$ cat src/rtl/daio_subframe_rx.sv
// Digital-audio receive framer: assembles decoded biphase bits into subframes
// A/B, checks even parity, tracks the frame position inside the block, gathers
// the channel-status bits and keeps sticky line-error status.
//
// Strobe semantics: every *_valid / preamble / biphase_violation / status_clear
// input is a one-cycle qualifier sampled on the rising clock edge; there is no
// back-pressure. out_valid, cs_valid and block_start are one-cycle pulses and
// the values they qualify are held until the next pulse.
module daio_subframe_rx #(
    parameter int DATA_W           = 24,
    parameter int FRAMES_PER_BLOCK = 192,
    parameter int CS_BITS          = 32,
    parameter int PERR_W           = 8
) (
    input  logic                                clock,
    input  logic                                reset_n,
    input  logic                                enable,
    input  logic                                bit_valid,
    input  logic                                bit_in,
    input  logic                                preamble_1,
    input  logic                                preamble_2,
    input  logic                                preamble_3,
    input  logic                                carrier_loss,
    input  logic                                biphase_violation,
    input  logic                                status_clear,
    output logic [DATA_W-1:0]                   data_out,
    output logic                                out_valid,
    output logic                                out_chan,
    output logic                                out_v,
    output logic                                out_perr,
    output logic [$clog2(FRAMES_PER_BLOCK)-1:0] frame_ofs,
    output logic                                block_start,
    output logic [CS_BITS-1:0]                  cs_word,
    output logic                                cs_valid,
    output logic [3:0]                          rx_status,
    output logic [PERR_W-1:0]                   perr_count,
    output logic [2:0]                          dbg_state
);

    localparam int SF_W  = DATA_W + 4;          // audio + V, U, C, P
    localparam int CNT_W = $clog2(SF_W + 1);
    localparam int FW    = $clog2(FRAMES_PER_BLOCK);
    localparam int C_IDX = DATA_W + 2;          // position of the C bit

    typedef enum logic [2:0] {
        S_IDLE   = 3'd0,
        S_RECV_A = 3'd1,
        S_RECV_B = 3'd2,
        S_DONE_A = 3'd3,
        S_DONE_B = 3'd4
    } state_t;

    state_t              state_q, state_d;
    logic [CNT_W-1:0]    cnt_q, cnt_d;
    logic [SF_W-2:0]     sr_q, sr_d;            // every bit except P, LSB first
    logic                par_q, par_d;
    logic                a_done_q, a_done_d;    // an A subframe just completed
    logic [FW-1:0]       frame_q, frame_d;
    logic                wrapped_q, wrapped_d;  // frame counter wrapped, awaiting preamble_1
    logic [CS_BITS-1:0]  shadow_q, shadow_d;
    logic [DATA_W-1:0]   data_q, data_d;
    logic                ov_q, ov_d;
    logic                chan_q, chan_d;
    logic                v_q, v_d;
    logic                perr_q, perr_d;
    logic                bs_q, bs_d;
    logic [CS_BITS-1:0]  cs_word_q, cs_word_d;
    logic                cs_valid_q, cs_valid_d;
    logic [3:0]          status_q, status_d;
    logic [PERR_W-1:0]   perr_cnt_q, perr_cnt_d;

    logic pre_multi, pre_one, receiving, sync_err, parity_fail;

    // Next-state, datapath and status logic for the whole framer.
    always_comb begin
        state_d     = state_q;
        cnt_d       = cnt_q;
        sr_d        = sr_q;
        par_d       = par_q;
        a_done_d    = a_done_q;
        frame_d     = frame_q;
        wrapped_d   = wrapped_q;
        shadow_d    = shadow_q;
        data_d      = data_q;
        ov_d        = 1'b0;
        chan_d      = chan_q;
        v_d         = v_q;
        perr_d      = perr_q;
        bs_d        = 1'b0;
        cs_word_d   = cs_word_q;
        cs_valid_d  = 1'b0;
        status_d    = status_clear ? 4'b0000 : status_q;
        perr_cnt_d  = status_clear ? '0 : perr_cnt_q;
        sync_err    = 1'b0;
        parity_fail = 1'b0;

        pre_multi = (preamble_1 & preamble_2) | (preamble_1 & preamble_3) |
                    (preamble_2 & preamble_3);
        pre_one   = (preamble_1 | preamble_2 | preamble_3) & ~pre_multi;
        receiving = (state_q == S_RECV_A) || (state_q == S_RECV_B);

        if (carrier_loss) status_d[0] = 1'b1;

        if (!enable) begin
            // Silent abort: no sync error, frame position untouched.
            state_d  = S_IDLE;
            cnt_d    = '0;
            a_done_d = 1'b0;
        end else begin
            if (biphase_violation) status_d[1] = 1'b1;
            if (pre_multi) sync_err = 1'b1;

            if (pre_one) begin
                // A preamble always restarts reception; any bit this cycle is dropped.
                if (receiving && (cnt_q != '0)) sync_err = 1'b1;
                cnt_d    = '0;
                par_d    = 1'b0;
                a_done_d = 1'b0;
                if (preamble_1) begin
                    state_d   = S_RECV_A;
                    frame_d   = '0;
                    wrapped_d = 1'b0;
                    shadow_d  = '0;
                    bs_d      = 1'b1;
                end else if (preamble_2) begin
                    state_d = S_RECV_A;
                    if (wrapped_q && (frame_q == '0)) sync_err = 1'b1;
                    wrapped_d = 1'b0;
                end else if (a_done_q) begin
                    state_d = S_RECV_B;
                end else begin
                    state_d  = S_IDLE;
                    sync_err = 1'b1;
                end
            end else if (receiving && bit_valid) begin
                cnt_d = cnt_q + 1'b1;
                par_d = par_q ^ bit_in;
                sr_d  = {bit_in, sr_q[SF_W-2:1]};
                if ((state_q == S_RECV_A) && (cnt_q == CNT_W'(C_IDX))) begin
                    for (int i = 0; i < CS_BITS; i++) begin
                        if (frame_q == FW'(i)) shadow_d[i] = bit_in;
                    end
                end
                if (cnt_q == CNT_W'(SF_W - 1)) begin
                    // This strobe carries P: the subframe is complete.
                    ov_d   = 1'b1;
                    data_d = sr_q[DATA_W-1:0];
                    v_d    = sr_q[DATA_W];
                    perr_d = par_q ^ bit_in;
                    parity_fail = par_q ^ bit_in;
                    if (state_q == S_RECV_A) begin
                        state_d  = S_DONE_A;
                        chan_d   = 1'b0;
                        a_done_d = 1'b1;
                        if (frame_q == FW'(CS_BITS - 1)) begin
                            cs_word_d  = shadow_q;
                            cs_valid_d = 1'b1;
                        end
                    end else begin
                        state_d = S_DONE_B;
                        chan_d  = 1'b1;
                        if (frame_q == FW'(FRAMES_PER_BLOCK - 1)) begin
                            frame_d   = '0;
                            wrapped_d = 1'b1;
                        end else begin
                            frame_d = frame_q + 1'b1;
                        end
                    end
                end
            end else if ((state_q == S_DONE_A) || (state_q == S_DONE_B)) begin
                state_d = S_IDLE;
            end
        end

        if (sync_err) status_d[3] = 1'b1;
        if (parity_fail) begin
            status_d[2] = 1'b1;
            if (perr_cnt_d != '1) perr_cnt_d = perr_cnt_d + 1'b1;
        end
    end

    // State and datapath registers with asynchronous active-low reset.
    always_ff @(posedge clock or negedge reset_n) begin
        if (!reset_n) begin
            state_q    <= S_IDLE;
            cnt_q      <= '0;
            sr_q       <= '0;
            par_q      <= 1'b0;
            a_done_q   <= 1'b0;
            frame_q    <= '0;
            wrapped_q  <= 1'b0;
            shadow_q   <= '0;
            data_q     <= '0;
            ov_q       <= 1'b0;
            chan_q     <= 1'b0;
            v_q        <= 1'b0;
            perr_q     <= 1'b0;
            bs_q       <= 1'b0;
            cs_word_q  <= '0;
            cs_valid_q <= 1'b0;
            status_q   <= 4'b0000;
            perr_cnt_q <= '0;
        end else begin
            state_q    <= state_d;
            cnt_q      <= cnt_d;
            sr_q       <= sr_d;
            par_q      <= par_d;
            a_done_q   <= a_done_d;
            frame_q    <= frame_d;
            wrapped_q  <= wrapped_d;
            shadow_q   <= shadow_d;
            data_q     <= data_d;
            ov_q       <= ov_d;
            chan_q     <= chan_d;
            v_q        <= v_d;
            perr_q     <= perr_d;
            bs_q       <= bs_d;
            cs_word_q  <= cs_word_d;
            cs_valid_q <= cs_valid_d;
            status_q   <= status_d;
            perr_cnt_q <= perr_cnt_d;
        end
    end

    assign data_out    = data_q;
    assign out_valid   = ov_q;
    assign out_chan    = chan_q;
    assign out_v       = v_q;
    assign out_perr    = perr_q;
    assign frame_ofs   = frame_q;
    assign block_start = bs_q;
    assign cs_word     = cs_word_q;
    assign cs_valid    = cs_valid_q;
    assign rx_status   = status_q;
    assign perr_count  = perr_cnt_q;
    assign dbg_state   = state_q;

endmodule

$ cat config.mk
export PLATFORM = sky130hd
export DESIGN_NAME = daio_subframe_rx
export DESIGN_NICKNAME = d
export VERILOG_FILES = /design/src/rtl/daio_subframe_rx.sv
export SDC_FILE = /design/constraint.sdc
export NUM_CORES = 1
export LEC_CHECK = 0
export ABC_AREA = 1
export BUFFER_PORTS_ARGS = -buffer_cell sky130_fd_sc_hd__buf_2
export CAP_MARGIN = 20
export CELL_PAD_IN_SITES_DETAIL_PLACEMENT = 1
export CELL_PAD_IN_SITES_GLOBAL_PLACEMENT = 2
export CORE_UTILIZATION = 33
export CTS_CLUSTER_DIAMETER = 150
export DETAILED_ROUTE_END_ITERATION = 8
export PLACE_DENSITY_LB_ADDON = 0.25
export SLEW_MARGIN = 20
export SYNTH_ARGS = -nofsm -noshare
export SYNTH_HDL_FRONTEND = slang
export SYNTH_SLANG_ARGS = --single-unit
$ cat constraint.sdc
create_clock -name clock -period 2.1 [get_ports clock]
set_clock_uncertainty 0.15 [all_clocks]
set_input_delay 0.315 -clock clock [delete_from_list [all_inputs] [get_ports clock]]
set_output_delay 0.315 -clock clock [all_outputs]
set_load 0.1 [all_outputs]
-- Word level (Yosys, flattened, before mapping)
Index checks and enable logic that the tools add are counted.
- mux-type cells: 103
- reduce and logical (&&, ||, !) cells: 87
- equal/unequal tests: 47
- bitwise operators: 11
- add/sub/neg operators: 3
- operator list (cell ; count):
    $reduce_and 5->1 ; 33
    $eq 8x5->1 const B ; 16
    $mux 32 ; 4
    $reduce_bool 2->1 ; 39
    $mux 1 ; 77
    $mux 8 ; 9
    $eq 8x4->1 const B ; 8
    $eq 8x3->1 const B ; 4
    $mux 3 ; 6
    $add 8x1->8 const B ; 2
    $eq 8x2->1 const B ; 2
    $mux 5 ; 3
    $reduce_and 6->1 ; 2
    $eq 5x5->1 const B ; 2
    $ne 3x1->1 const B ; 3
    $eq 8x1->1 const B ; 1
    $eq 8x8->1 const B ; 1
    $logic_not 8->1 ; 1
    $ne 8x8->1 const B ; 1
    $eq 3x2->1 const B ; 2
    $mux 2 ; 3
    $reduce_and 3->1 ; 2
    $add 5x1->5 const B ; 1
    $reduce_bool 5->1 ; 1
    other kinds (15) ; 28
- register bits: 152
- output and inout port bits: 85
- bits of input ports: 11
- logic and storage cells: 303

-- Depth between registers and ports, before layout
- word-level depth: 11
- mapped depth: 11
- mapped depth without buffers: 10

-- Worst setup path before layout
No wires, ideal clock.
- path type: register to register
- start point: register frame_q[1], in the netlist frame_ofs[1]
- end point: register cs_word_q[11], in the netlist cs_word[11]
- path buffers: 1
- path slack: -433 ps
- library setup time: 120 ps
- arrival: 2263 ps
- data required time: 1830 ps
- period minus slack after synthesis: 2533 ps
- cell stages (with the launch flop): 10
- cell sequence: dfrtp_1 > ha_1 > nand2_1 > nor2_2 > nand3_1 > nor2_1 > nand2_1 > clkbuf_1 > nand2_1 > nand2_1
- longest elaborated chain between the ends: 2
- ends and longest elaborated chain (element ; RTL line ; RTL):
    start: declaration ; 58 ; logic [FW-1:0] frame_q, frame_d;
    start signal: assignment ; 209 ; frame_q <= frame_d;
    $eq 8x5->1 ; 155 ; if (frame_q == FW'(CS_BITS - 1)) begin
    $reduce_and 6->1 (no source line) ; n/a ;
    end signal: assignment ; 218 ; cs_word_q <= cs_word_d;
    end: declaration ; 67 ; logic [CS_BITS-1:0] cs_word_q, cs_word_d;
No other way between the ends.
A chain may end at the register's enable or synchronous reset.

-- Worst setup path in the final report
- start point: register state_q[2], in the netlist dbg_state[2]
- end point: register shadow_q[14]
- longest elaborated chain between the ends: 5
- elaborated cells on any way between the ends: 8
- classes of those cells: eq/ne (2); reduce/logical (6)
- ends and longest elaborated chain (element ; RTL line ; RTL):
    start: declaration ; 53 ; state_t state_q, state_d;
    start signal: assignment ; 204 ; state_q <= state_d;
    $eq 3x1->1 / $eq 3x2->1 (equally long branches) ; 100, 139 ;
    $logic_or 1x1->1 ; 100 ; receiving = (state_q == S_RECV_A) || (state_q == S_RECV_B);
    $logic_and 1x1->1 ; 135 ; end else if (receiving && bit_valid) begin
    $reduce_bool 2->1 (no source line) ; n/a ;
    $reduce_and 5->1 (no source line) (*) ; n/a ;
    end signal: assignment ; 211 ; shadow_q <= shadow_d;
    end: declaration ; 60 ; logic [CS_BITS-1:0] shadow_q, shadow_d;
Mark *: on every way between the ends. The rest lies on a longest branch, timed or not.

==> flow_metrics.py <==
metrics = {
    "clock_tree": {
        "clkTransAtPathRegs_ns": 0.06,
        "numCtsBuffers": 17,
        "htreeDepth": 4,
        "worst_skew_pair.late_latency_ns": 0.42,
        "clkSinkCount": 152,
        "cts_tree": "built",
        "cts_root_buf": "clkbuf_16",
        "clock_path_buffers": 2,
    },
    "yosys": {
        "synth.distinct_cells": 29,
        "syn_area_mm2": 0.00722,
        "synthArstFlopShare": 1.00,
        "synthCells": 948,
        "synth_ff_type": "dfrtp_1",
        "synth_area_leader_cell": "dfrtp_1",
        "ys_top_cells_by_area": "dfrtp_1 (53%), nand2_1 (19%), nor2_1 (6.9%), nand3_1 (5.1%), o21ai_0 (4.6%)",
        "syn_area_per_cell_um2": 7.62,
        "yosys_warnings": 0,
        "ys_ff_latch": 152,
        "yosysTopAreaCellShare": 0.527,
        "ys_seq_area_frac": 0.527,
        "synth_edf_count": 0,
        "synth_nets": 967,
    },
    "power_and_ir_drop": {
        "p_seq_frac": 0.416,
        "powerDensity_mw_per_mm2": 1040,
        "p_comb_frac": 0.225,
        "power.net_switching_w": 0.00326,
        "p_int_w": 0.00612,
        "leakagePower_nw": 4.77,
        "totalPowerFinal_w": 0.00938,
        "sw_frac_of_total": 0.347,
        "clkPwrFrac": 0.359,
        "ir_drop_mv": 0.743,
    },
    "sta": {
        "layout_setup_ws_ns": 0.125,
        "max_slew_margin": 0.654,
        "fmaxAchievable_mhz": 506,
        "tightest_slew_ns": 0.522,
        "setup_tns_ns": 0,
        "setup_violations": 0,
        "hold_viol": 0,
        "min_period_ns": 1.97,
        "fin_crit_sh": 0.940,
        "slew_viol_final": 0,
        "rsz0062_at_grt": "no",
    },
    "critical_path": {
        "cp-start-kind": "flip-flop",
        "crit_arrival_ns": 2.13,
        "worstSetupPathType": "reg -> reg",
        "cp-end-kind": "flip-flop",
        "timing.rr.start": "dbg_state[2]",
        "crit_start": "dbg_state[2]",
        "cp.required_ns": 2.26,
        "crit_fanout": 16,
    },
    "detailed_routing": {
        "drt_iter0_drc": 230,
        "wl_per_cell_um": 14.6,
        "ant_nets": 0,
        "drcViolationCount": 0,
        "first_pass_iters": 4,
        "routed_via_density": 4.65,
        "vias": 6245,
        "drt-total-wl_um": 19600,
    },
    "grt": {
        "grt_pass1_vias": 6205,
        "grt-ovfl-total": 0,
        "track_usage": 0.178,
        "gr-usage-met3": 0.0299,
        "busiest_layer": "met2",
        "grt_first_pass_wirelength_um": 31500,
        "antenna_found_initial": 0,
        "grtUsageMet1": 0.254,
        "grt_max_degree": 65,
        "grt_use_met2": 0.274,
    },
    "layout": {
        "insertedDiodeCount": 0,
        "fillers": 2675,
        "layout.nets": 1074,
        "post_route_cells_drive_above_1_share": 0.179,
        "layout_commonest_cell": "nand2_1",
        "syn_to_final_growth_pct": 24.4,
        "mostFrequentLayoutCells": "nand2_1 (368), dfrtp_1 (138), nor2_1 (130)",
    },
    "placement": {
        "dp_slack_ns": -0.0216,
        "dp_hpwl_um": 12900,
        "port_buffers": 95,
        "routabilityCongestion": 0.782,
    },
    "die": {
        "ios": 96,
        "coreArea_mm2": 0.0212,
        "rows": 53,
        "die_x_um": 150,
        "die_h_um": 150,
        "die_area_mm2": 0.0225,
        "initial_core_util": 0.340,
    },
    "outcome": {
        "status": "completed",
    },
    "run": {
        "drv_cap": 0,
    },
    "worst_hold_path": {
        "hold_class": "in -> reg",
        "min-delay-start": "preamble_1",
    },
}
## per-layer routing
metal / routed length (um) / vias to the layer above
met3: 450 / 17
met5: 0 / -
met1: 10300 / 2981
met4: 200 / 0
met2: 8690 / 75
li1: - / 3172
## critical path, cell delays in order, from the launching register on
cell and delay (ns):
dfrtp_2 0.42, inv_1 0.14, nand3_2 0.13, buf_4 0.16, nor2_1 0.08, nand2_1 0.10
a21oi_4 0.17, buf_12 0.14, buf_12 0.16, nand2_1 0.06, nand2_1 0.07, nand2_1 0.06
## power groups by stage
stage | Clock (W) | Sequential [W] | Combinational [W]
floorplan | 0 | 0.00429 | 0.00111
global placement | 0 | 0.00395 | 0.00204
detailed placement | 0 | 0.00396 | 0.00207
CTS | 0.00345 | 0.00391 | 0.00209
global route | 0.00356 | 0.00398 | 0.00237
finish | 0.00336 | 0.00390 | 0.00211
## cell type report
type	count	area (um2)	share of cell area
Clock buffer	19	453	0.0504
Multi-Input combinational cell	685	2960	0.330
Sequential cell	152	3830	0.426
Inverter	70	263	0.0292
Clock inverter	12	190	0.0212
Timing Repair Buffer	129	942	0.105
Tap cell	275	344	0.0383
## metrics by stage
| step | cells | hold WS (ns) | utilization | area (um2) |
|---|---|---|---|---|
| floorplan | 948 | -0.131 | - | 7250 |
| global placement | 1302 | 0.120 | 0.385 | 8170 |
| detailed placement | 1302 | 0.121 | 0.385 | 8170 |
| CTS | 1336 | 0.0168 | 0.417 | 8850 |
| global route | 1342 | 0.0404 | 0.423 | 8980 |
| finish | 1342 | 0.0380 | 0.423 | 8980 |
## cell usage after synthesis, types with 2 or more instances
cell type / instances
nand2_1: 369
dfrtp_1: 152
nor2_1: 133
nand3_1: 73
o21ai_0: 67
inv_1: 66
buf_2: 16
buf_4: 12
clkbuf_1: 11
ha_1: 8
nand4_1: 6
nor3_1: 5
inv_2: 4
nor2_2: 3
a21oi_1: 2
buf_1: 2
nand2_2: 2
nand4_2: 2
o21ai_1: 2
o22ai_1: 2
xnor2_1: 2
xor2_1: 2
## cells by family after synthesis
group                      after synthesis  synth area share
and+or+nand+nor                        596             0.331
DFF                                    152             0.527
buffers and inverters                  111            0.0667
AOI/OAI and AO/OA                       77            0.0565
adders and majority gates                8            0.0139
xor gates and xnor gates                 4           0.00485
## what timing repair did
item                                    4_1_cts  5_1_grt
resized for setup                             1        6
pin swaps                                     0        2
gates cloned                                  0        4
endpoints found under the hold margin        42        0
buffers inserted                              0        2
hold buffers                                  3        0
endpoints found under the setup margin       32       67
## registers in the layout (all words and copies together), names as in the netlist, 3 cells and up
signal      count
frame_ofs       8
dbg_state       3
data_out       24
shadow_q       32
sr_q           27
perr_count      8
cnt_q           5
cs_word        32
rx_status       4
## worst paths after layout
kind | slack (ns) | end | cells past startpoint
setup / recovery | 0.13 | shadow_q[14] | 11
hold / removal | 0.04 | block_start | 3
setup reg to reg | 0.13 | shadow_q[14] | 11
hold reg to reg | 0.32 | cs_word[2] | 2
max in group asynchronous | 0.96 | frame_ofs[1] | 3
min in group asynchronous | 0.22 | data_out[20] | 2
No activity file was read; power rests on OpenSTA's default activity.
